`src/rtl/fetch_unit_nwide.sv`:
```
`default_nettype none
// ============================================================================
// Module   : fetch_unit_nwide
// Brief    : N-wide block-aligned instruction fetch with redirect, stall and
//            a one-block hold buffer. FETCH_PERF_CNT_EN adds perf counters.
// Revision : 1.0
// ============================================================================
module fetch_unit_nwide #(
    parameter int               FETCH_WIDTH = 2,
    parameter int               XLEN        = 32,
    parameter logic [XLEN-1:0]  RESET_PC    = '0
) (
    input  logic                          clk,
    input  logic                          rst_n,
    input  logic                          jump,
    input  logic                          jump_accept,
    input  logic [XLEN-1:0]               jump_addr,
    input  logic                          stop_fetch,
    output logic                          imem_req,
    output logic [XLEN-1:0]               imem_addr,
    input  logic [FETCH_WIDTH*32-1:0]     imem_rdata,
    output logic [FETCH_WIDTH*2*XLEN-1:0] fetch_instr_pc,
    output logic [FETCH_WIDTH-1:0]        fetch_valid,
    output logic                          write_fifo
`ifdef FETCH_PERF_CNT_EN
    ,
    output logic [31:0]                   perf_blocks,
    output logic [31:0]                   perf_redirects
`endif
);

    localparam int              c_off_bits   = $clog2(FETCH_WIDTH) + 2;
    localparam int              c_lane_w     = (FETCH_WIDTH > 1) ? $clog2(FETCH_WIDTH) : 1;
    localparam logic [XLEN-1:0] c_blk_bytes  = XLEN'(FETCH_WIDTH * 4);
    localparam logic [XLEN-1:0] c_align_mask = ~(c_blk_bytes - XLEN'(1));
    localparam logic [XLEN-1:0] c_word_mask  = ~XLEN'(3);

    typedef enum logic [0:0] {
        S_RUN  = 1'b0,
        S_HOLD = 1'b1
    } state_t;

    state_t                        r_state;
    state_t                        w_state_next;
    logic [XLEN-1:0]               r_pc;
    logic [XLEN-1:0]               r_resp_pc;
    logic                          r_resp_pending;
    logic [XLEN-1:0]               r_hold_pc;
    logic [FETCH_WIDTH*32-1:0]     r_hold_data;

    logic                          w_redirect;
    logic                          w_emit;
    logic                          w_to_hold;
    logic [XLEN-1:0]               w_src_pc;
    logic [XLEN-1:0]               w_base;
    logic [FETCH_WIDTH*32-1:0]     w_src_data;
    logic [c_lane_w-1:0]           w_offset;
    logic [FETCH_WIDTH-1:0]        w_lane_valid;
    logic [FETCH_WIDTH*2*XLEN-1:0] w_lanes;

    assign w_redirect = jump & jump_accept;
    assign imem_addr  = r_pc & c_align_mask;

    always_ff @(posedge clk) begin
        if (!rst_n) begin
            r_state <= S_RUN;
        end else begin
            r_state <= w_state_next;
        end
    end

    // Redirect wins over everything; a response arriving under stall parks in HOLD.
    always_comb begin
        w_state_next = r_state;
        imem_req     = 1'b0;
        w_emit       = 1'b0;
        w_to_hold    = 1'b0;
        if (w_redirect) begin
            w_state_next = S_RUN;
        end else begin
            case (r_state)
                S_RUN: begin
                    imem_req = ~stop_fetch;
                    if (r_resp_pending) begin
                        if (stop_fetch) begin
                            w_to_hold    = 1'b1;
                            w_state_next = S_HOLD;
                        end else begin
                            w_emit = 1'b1;
                        end
                    end
                end
                S_HOLD: begin
                    if (!stop_fetch) begin
                        w_emit       = 1'b1;
                        w_state_next = S_RUN;
                    end
                end
                default: w_state_next = S_RUN;
            endcase
        end
    end

    assign w_src_pc   = (r_state == S_HOLD) ? r_hold_pc   : r_resp_pc;
    assign w_src_data = (r_state == S_HOLD) ? r_hold_data : imem_rdata;
    assign w_base     = w_src_pc & c_align_mask;

    generate
        if (FETCH_WIDTH > 1) begin : g_offset
            assign w_offset = w_src_pc[c_off_bits-1:2];
        end else begin : g_offset_none
            assign w_offset = '0;
        end
    endgenerate

    // Lanes below the entry offset of a mid-block target are zeroed and masked off.
    generate
        for (genvar i = 0; i < FETCH_WIDTH; i++) begin : g_lane
            localparam logic [XLEN-1:0] c_lane_off = XLEN'(4 * i);
            assign w_lane_valid[i] = (c_lane_w'(i) >= w_offset);
            assign w_lanes[2*XLEN*i +: 2*XLEN] = w_lane_valid[i]
                ? {XLEN'(w_src_data[32*i +: 32]), w_base + c_lane_off}
                : '0;
        end
    endgenerate

    always_ff @(posedge clk) begin
        if (!rst_n) begin
            r_pc           <= RESET_PC;
            r_resp_pc      <= '0;
            r_resp_pending <= 1'b0;
            r_hold_pc      <= '0;
            r_hold_data    <= '0;
            fetch_instr_pc <= '0;
            fetch_valid    <= '0;
            write_fifo     <= 1'b0;
        end else begin
            write_fifo     <= w_emit;
            r_resp_pending <= imem_req;
            if (w_emit) begin
                fetch_instr_pc <= w_lanes;
                fetch_valid    <= w_lane_valid;
            end else begin
                fetch_valid    <= '0;
            end
            if (w_to_hold) begin
                r_hold_pc   <= r_resp_pc;
                r_hold_data <= imem_rdata;
            end
            if (w_redirect) begin
                r_pc <= jump_addr & c_word_mask;
            end else if (imem_req) begin
                r_resp_pc <= r_pc;
                r_pc      <= (r_pc & c_align_mask) + c_blk_bytes;
            end
        end
    end

`ifdef FETCH_PERF_CNT_EN
    always_ff @(posedge clk) begin
        if (!rst_n) begin
            perf_blocks    <= '0;
            perf_redirects <= '0;
        end else begin
            if (w_emit && (perf_blocks != 32'hFFFF_FFFF)) begin
                perf_blocks <= perf_blocks + 32'd1;
            end
            if (w_redirect && (perf_redirects != 32'hFFFF_FFFF)) begin
                perf_redirects <= perf_redirects + 32'd1;
            end
        end
    end
`endif

endmodule
`default_nettype wire

```
`config.mk`:
```
export PLATFORM = sky130hd
export DESIGN_NAME = fetch_unit_nwide
export DESIGN_NICKNAME = d
export VERILOG_FILES = /design/src/rtl/fetch_unit_nwide.sv
export SDC_FILE = /design/constraint.sdc
export NUM_CORES = 1
export LEC_CHECK = 0
export CORE_ASPECT_RATIO = 1.1
export CORE_UTILIZATION = 54
export CTS_CLUSTER_DIAMETER = 60
export DETAILED_ROUTE_END_ITERATION = 10
export PLACE_DENSITY_LB_ADDON = 0.2
export REMOVE_ABC_BUFFERS = 1
export SYNTH_ARGS = -nofsm -noshare
export SYNTH_HDL_FRONTEND = slang
export SYNTH_SLANG_ARGS = --single-unit
```
`constraint.sdc`:
```
create_clock -name clk -period 4.6 [get_ports clk]
set_input_delay 0.92 -clock clk [delete_from_list [all_inputs] [get_ports clk]]
set_output_delay 0.92 -clock clk [all_outputs]
set_load 0.005 [all_outputs]
```
---- Yosys cells after proc, flatten, opt, wreduce, memory -nomap -nowiden ----
Index checks and enable logic that the tools add are counted.
word-level totals
  register bits ........................... 293
  bits in latches ......................... 0
  RAM bits ................................ 0
  bits in read-only memories .............. 0
  input port bits ......................... 101
  output and inout bits ................... 164
  logic and storage cells ................. 40
  memories kept ........................... 0
operators by class
  add/subtract/negate cells ............... 2
  multipliers ............................. 0
  div/mod/pow operators ................... 0
  magnitude comparators ................... 2
  equality and inequality tests ........... 0
  shifts and indexed selects .............. 0
  mux-type cells .......................... 17
  bitwise operators ....................... 5
  reductions and logical operators ........ 4
operators by type and width
  kind                     count
  $mux W64                 3
  $mux W32                 3
  $add A32 B3 Y32 const B  1
  $add A32 B4 Y32 const B  1
  $mux W1                  9
  $not A1 Y1               4
  $pmux W1 S2              2
  $reduce_and A2 Y1        2
  $ge A1 B1 Y1 const A     2
  $reduce_bool A2 Y1       1
  $reduce_or A2 Y1         1
  $and A1 B1 Y1            1

---- Depth between registers and ports, before layout ----
  word-level depth ........................ 5
  gate-level depth with buffers ........... 8
  mapped depth without buffers ............ 7

---- Worst setup path before layout ----
Ideal clock, no wire load.
  path type ............................... input port to output port
  from .................................... in stop_fetch
  to ...................................... out imem_req
  arrival ................................. 1.926 ns
  required time ........................... 3.680 ns
  slack ................................... 1.754 ns
  stages .................................. 5
  path buffers ............................ 2
  cells stage by stage .................... clkbuf_1 nor2_2 nand2_1 clkinv_1 buf_1
on the way
  longest elaborated chain between the ends .. 3
RTL lines
  what             line  RTL
  start, declared  18    input logic stop_fetch,
  $not A1 Y1       83    imem_req = ~stop_fetch;
  $mux W1          81    case (r_state)
  $mux W1          78    if (w_redirect) begin
  end, declared    19    output logic imem_req,
No other way between the ends.

---- Worst setup path after layout ----
Ends and elaborated chain as after synthesis.

==> flow_metrics.env <==
export IMPL_yosysUniqueCellTypes=52
export IMPL_grt_remaining_overflow=0
export IMPL_groute_usage_overall_pct=26.8
export IMPL_final_design_area_no_fill_um2=15000
export IMPL_max_slew_worst_pin_slew_ns=1.13
export IMPL_dieWidth_um=141
export IMPL_max_freq_mhz=296
export IMPL_placeableCoreArea_um2=20700
export IMPL_cp_data_required_time_ns=3.68
export IMPL_drt_iter0_markers=596
export IMPL_whs_ns=0.448
export IMPL_fp_row_count=55
export IMPL_initial_utilization_pct=55.4
export IMPL_cts_resized_gates=0
export IMPL_number_of_antenna_violating_nets_in_the_routed_design=0
export IMPL_finalClockSkew_ns=0.0146
export IMPL_power_leakage_nw=4.83
export IMPL_pin_count=265
export IMPL_cell_area_after_placement_um2=13900
export IMPL_min_delay_path_class="register to register"
export IMPL_grt_pass1_vias=9391
export IMPL_fin_crit_sh_pct=73.5
export IMPL_rsz0062_at_grt="no"
export IMPL_pwr_density_cell_nw_per_um2=376
export IMPL_worstHoldEndpoint="fetch_instr_pc[15]"
export IMPL_worst_path_max_fanout=10
export IMPL_ir_worst_vdd_v=0.000339
export IMPL_worstReg2RegStart="r_state"
export IMPL_seq_area_frac_synth_pct=49.2
export IMPL_synth_area_leader_cell="dfxtp_1"
export IMPL_cts_max_level=1
export IMPL_post_synth_edffs=0
export IMPL_r2r_end="fetch_instr_pc[14]"
export IMPL_clock_root_cell="clkbuf_16"
export IMPL_die_area_um2=21800
export IMPL_r2r_setup_slack_ns=1.92
export IMPL_drt_vias_per_instance=5.54
export IMPL_synth_top_cells_by_area="dfxtp_1 (49%), nand2_1 (9.6%), mux2i_1 (8.2%), a21oi_1 (7.0%), a211oi_1 (4.5%)"
export IMPL_postSynthCellCount=1327
export IMPL_layout_common_cells="nand2_1 (293), dfxtp_1 (281), clkdlybuf4s50_1 (254), a21oi_1 (161), mux2i_1 (93)"
export IMPL_tritoncts_num_buffers=29
export IMPL_die_h_um=155
export IMPL_run_status="finished clean"
export IMPL_finalSetupViolations=0
export IMPL_fillerInstances=1595
export IMPL_clock_tree_from_tritoncts="built"
export IMPL_hold_path_startpoint="fetch_instr_pc[15]"
export IMPL_design_final_nets=1595
export IMPL_worstPathArrival_ns=2.46
export IMPL_slew_headroom_pct=22.8
export IMPL_route_final_wire_length_mm=29.7
export IMPL_insertion_delay_ns=0.55
export IMPL_postCtsSetupRepairBufs=0
export IMPL_post_cts_hold_buffer_count=0
export IMPL_placedCellCount=1747
export IMPL_ctsLongestPathBuffers=3
export IMPL_post_route_cells_drive_above_1_share_pct=5.94
export IMPL_maxCapViolCount=0
export IMPL_routed_via_count=9971
export IMPL_fin_tns_setup_ns=0
export IMPL_slew_viol_final=0
export IMPL_worst_hold_path_num_cells=2
export IMPL_final_period_minus_worst_setup_slack_ns=3.38
export IMPL_synth_ff_latch_count=282
export IMPL_grt_start_max_net_pins=126
export IMPL_synth_async_reset_ratio_pct=0
export IMPL_timing_critical_path_from_type="input port"
export IMPL_ys_flop_type="dfxtp_1"
export IMPL_fin_cells=1801
export IMPL_worst_r2r_cell_count=5
export IMPL_globalplace_congestion=0.815
export IMPL_dr_pass1_iters=5
export IMPL_worst_setup_hold_path_clk_slew_ns=0.06
export IMPL_layout_cells_most_common="nand2_1"
export IMPL_post_synth_top_area_fraction_pct=49.2
export IMPL_route_detailed_drc=0
export IMPL_global_route_wire_length_before_repair_mm=47.7
export IMPL_dp_hpwl_mm=18.3
export IMPL_clkSinkCount=282
export IMPL_post_syn_area_per_cell_um2=8.65
export IMPL_critical_path_class="input port to primary output"
export IMPL_portBuffers=254
export IMPL_number_of_antenna_violations_at_the_first_check_in_global_routing=1
export IMPL_setup_worst_path_end_class="primary output"
export IMPL_yosysWarnings=0
export IMPL_hold_viol=0
export IMPL_post_synth_instance_area_um2=11500
export IMPL_avgRoutedWirePerCell_um=16.5
export IMPL_flow_area_growth_from_synthesis_pct=30.4
metal layers:
metal | part of all wire, % | vias to the layer above | GRT usage (%) | wire length (um)
li1 | - | 4904 | - | -
met4 | 2.8 | 0 | 9.06 | 822
met3 | 5.9 | 59 | 4.56 | 1740
met2 | 48 | 304 | 46.0 | 14300
met5 | 0 | - | 0 | 0
met1 | 43 | 4704 | 34.0 | 12900
logic make-up (layout without fill, tap and decap cells):
group	Yosys count	count (layout)	share of synthesized area, %
buf+inv	152	333	6.38
xor+xnor	11	11	0.839
simple gates	482	482	18.7
fa+ha+maj	1	1	0.109
mux	94	94	8.20
flops	282	282	49.2
other cells	1	9	0.0327
compound gates	304	304	16.6
synth_stat cells (3+ instances only):
master / count
a211oi_1: 69
a21oi_1: 161
a22o_1: 3
a22oi_1: 4
a31o_2: 3
a31oi_1: 3
and4_1: 4
buf_1: 4
buf_2: 11
buf_4: 37
clkbuf_1: 92
dfxtp_1: 282
inv_1: 5
mux2i_1: 94
nand2_1: 293
nand3_1: 22
nand3b_1: 30
nand4_1: 11
nor2_1: 79
nor3_1: 10
nor4_1: 6
o2111ai_1: 3
o21ai_0: 15
o2bb2ai_1: 32
o311ai_0: 3
or3_1: 9
xnor2_1: 5
xor2_1: 6
sequential cells by signal, summed over array words and instances (netlist names):
register        flops
r_state             1
r_hold_pc          30
fetch_instr_pc    123
r_resp_pending      1
fetch_valid         2
r_resp_pc          30
r_pc               30
write_fifo          1
r_hold_data        64
power breakdown:
part | internal [mW] | switching, mW
clock | 1.54 | 0.994
sequential | 2.52 | 0.0679
combinational | 0.258 | 0.246
total | 4.32 | 1.31
area by class of cell:
type	instances	area [um2]	area share (%)
sequential	282	5650	37.8
multi-input combinational	900	5150	34.4
timing repair buffer	274	2730	18.2
clock buffer	33	771	5.15
tap	285	357	2.38
clock inverter	20	270	1.81
inverter	6	30.0	0.201
antenna	1	2.50	0.0167
critical path, cell delays in order:
cell and delay (ns):
clkdlybuf4s50_1 0.56, nor2_2 0.13, buf_4 0.19, nand2_1 0.09
clkinv_1 0.06, clkdlybuf4s50_1 0.50
metrics by stage:
stage | setup WS [ns] | power (mW) | utilization [%]
after floorplan | -6.13 | 2.86 | -
after global placement | 1.24 | 3.13 | 67.2
after detailed placement | 1.23 | 3.14 | 67.2
after CTS | 1.22 | 5.67 | 72.2
after global routing | 1.10 | 5.83 | 72.2
final | 1.22 | 5.63 | 72.2
worst max path at each step:
stage                    endpoint  slack, ns  cells past startpoint       start
2_1_floorplan  fetch_instr_pc[32]      -6.13                      4     r_state
3_3_place_gp             imem_req       1.24                      6  stop_fetch
3_5_place_dp             imem_req       1.23                      6  stop_fetch
4_1_cts                  imem_req       1.22                      6  stop_fetch
5_1_grt                  imem_req       1.10                      6  stop_fetch
6_report                 imem_req       1.22                      6  stop_fetch
Note: power is estimated with default switching activity, not from simulation.
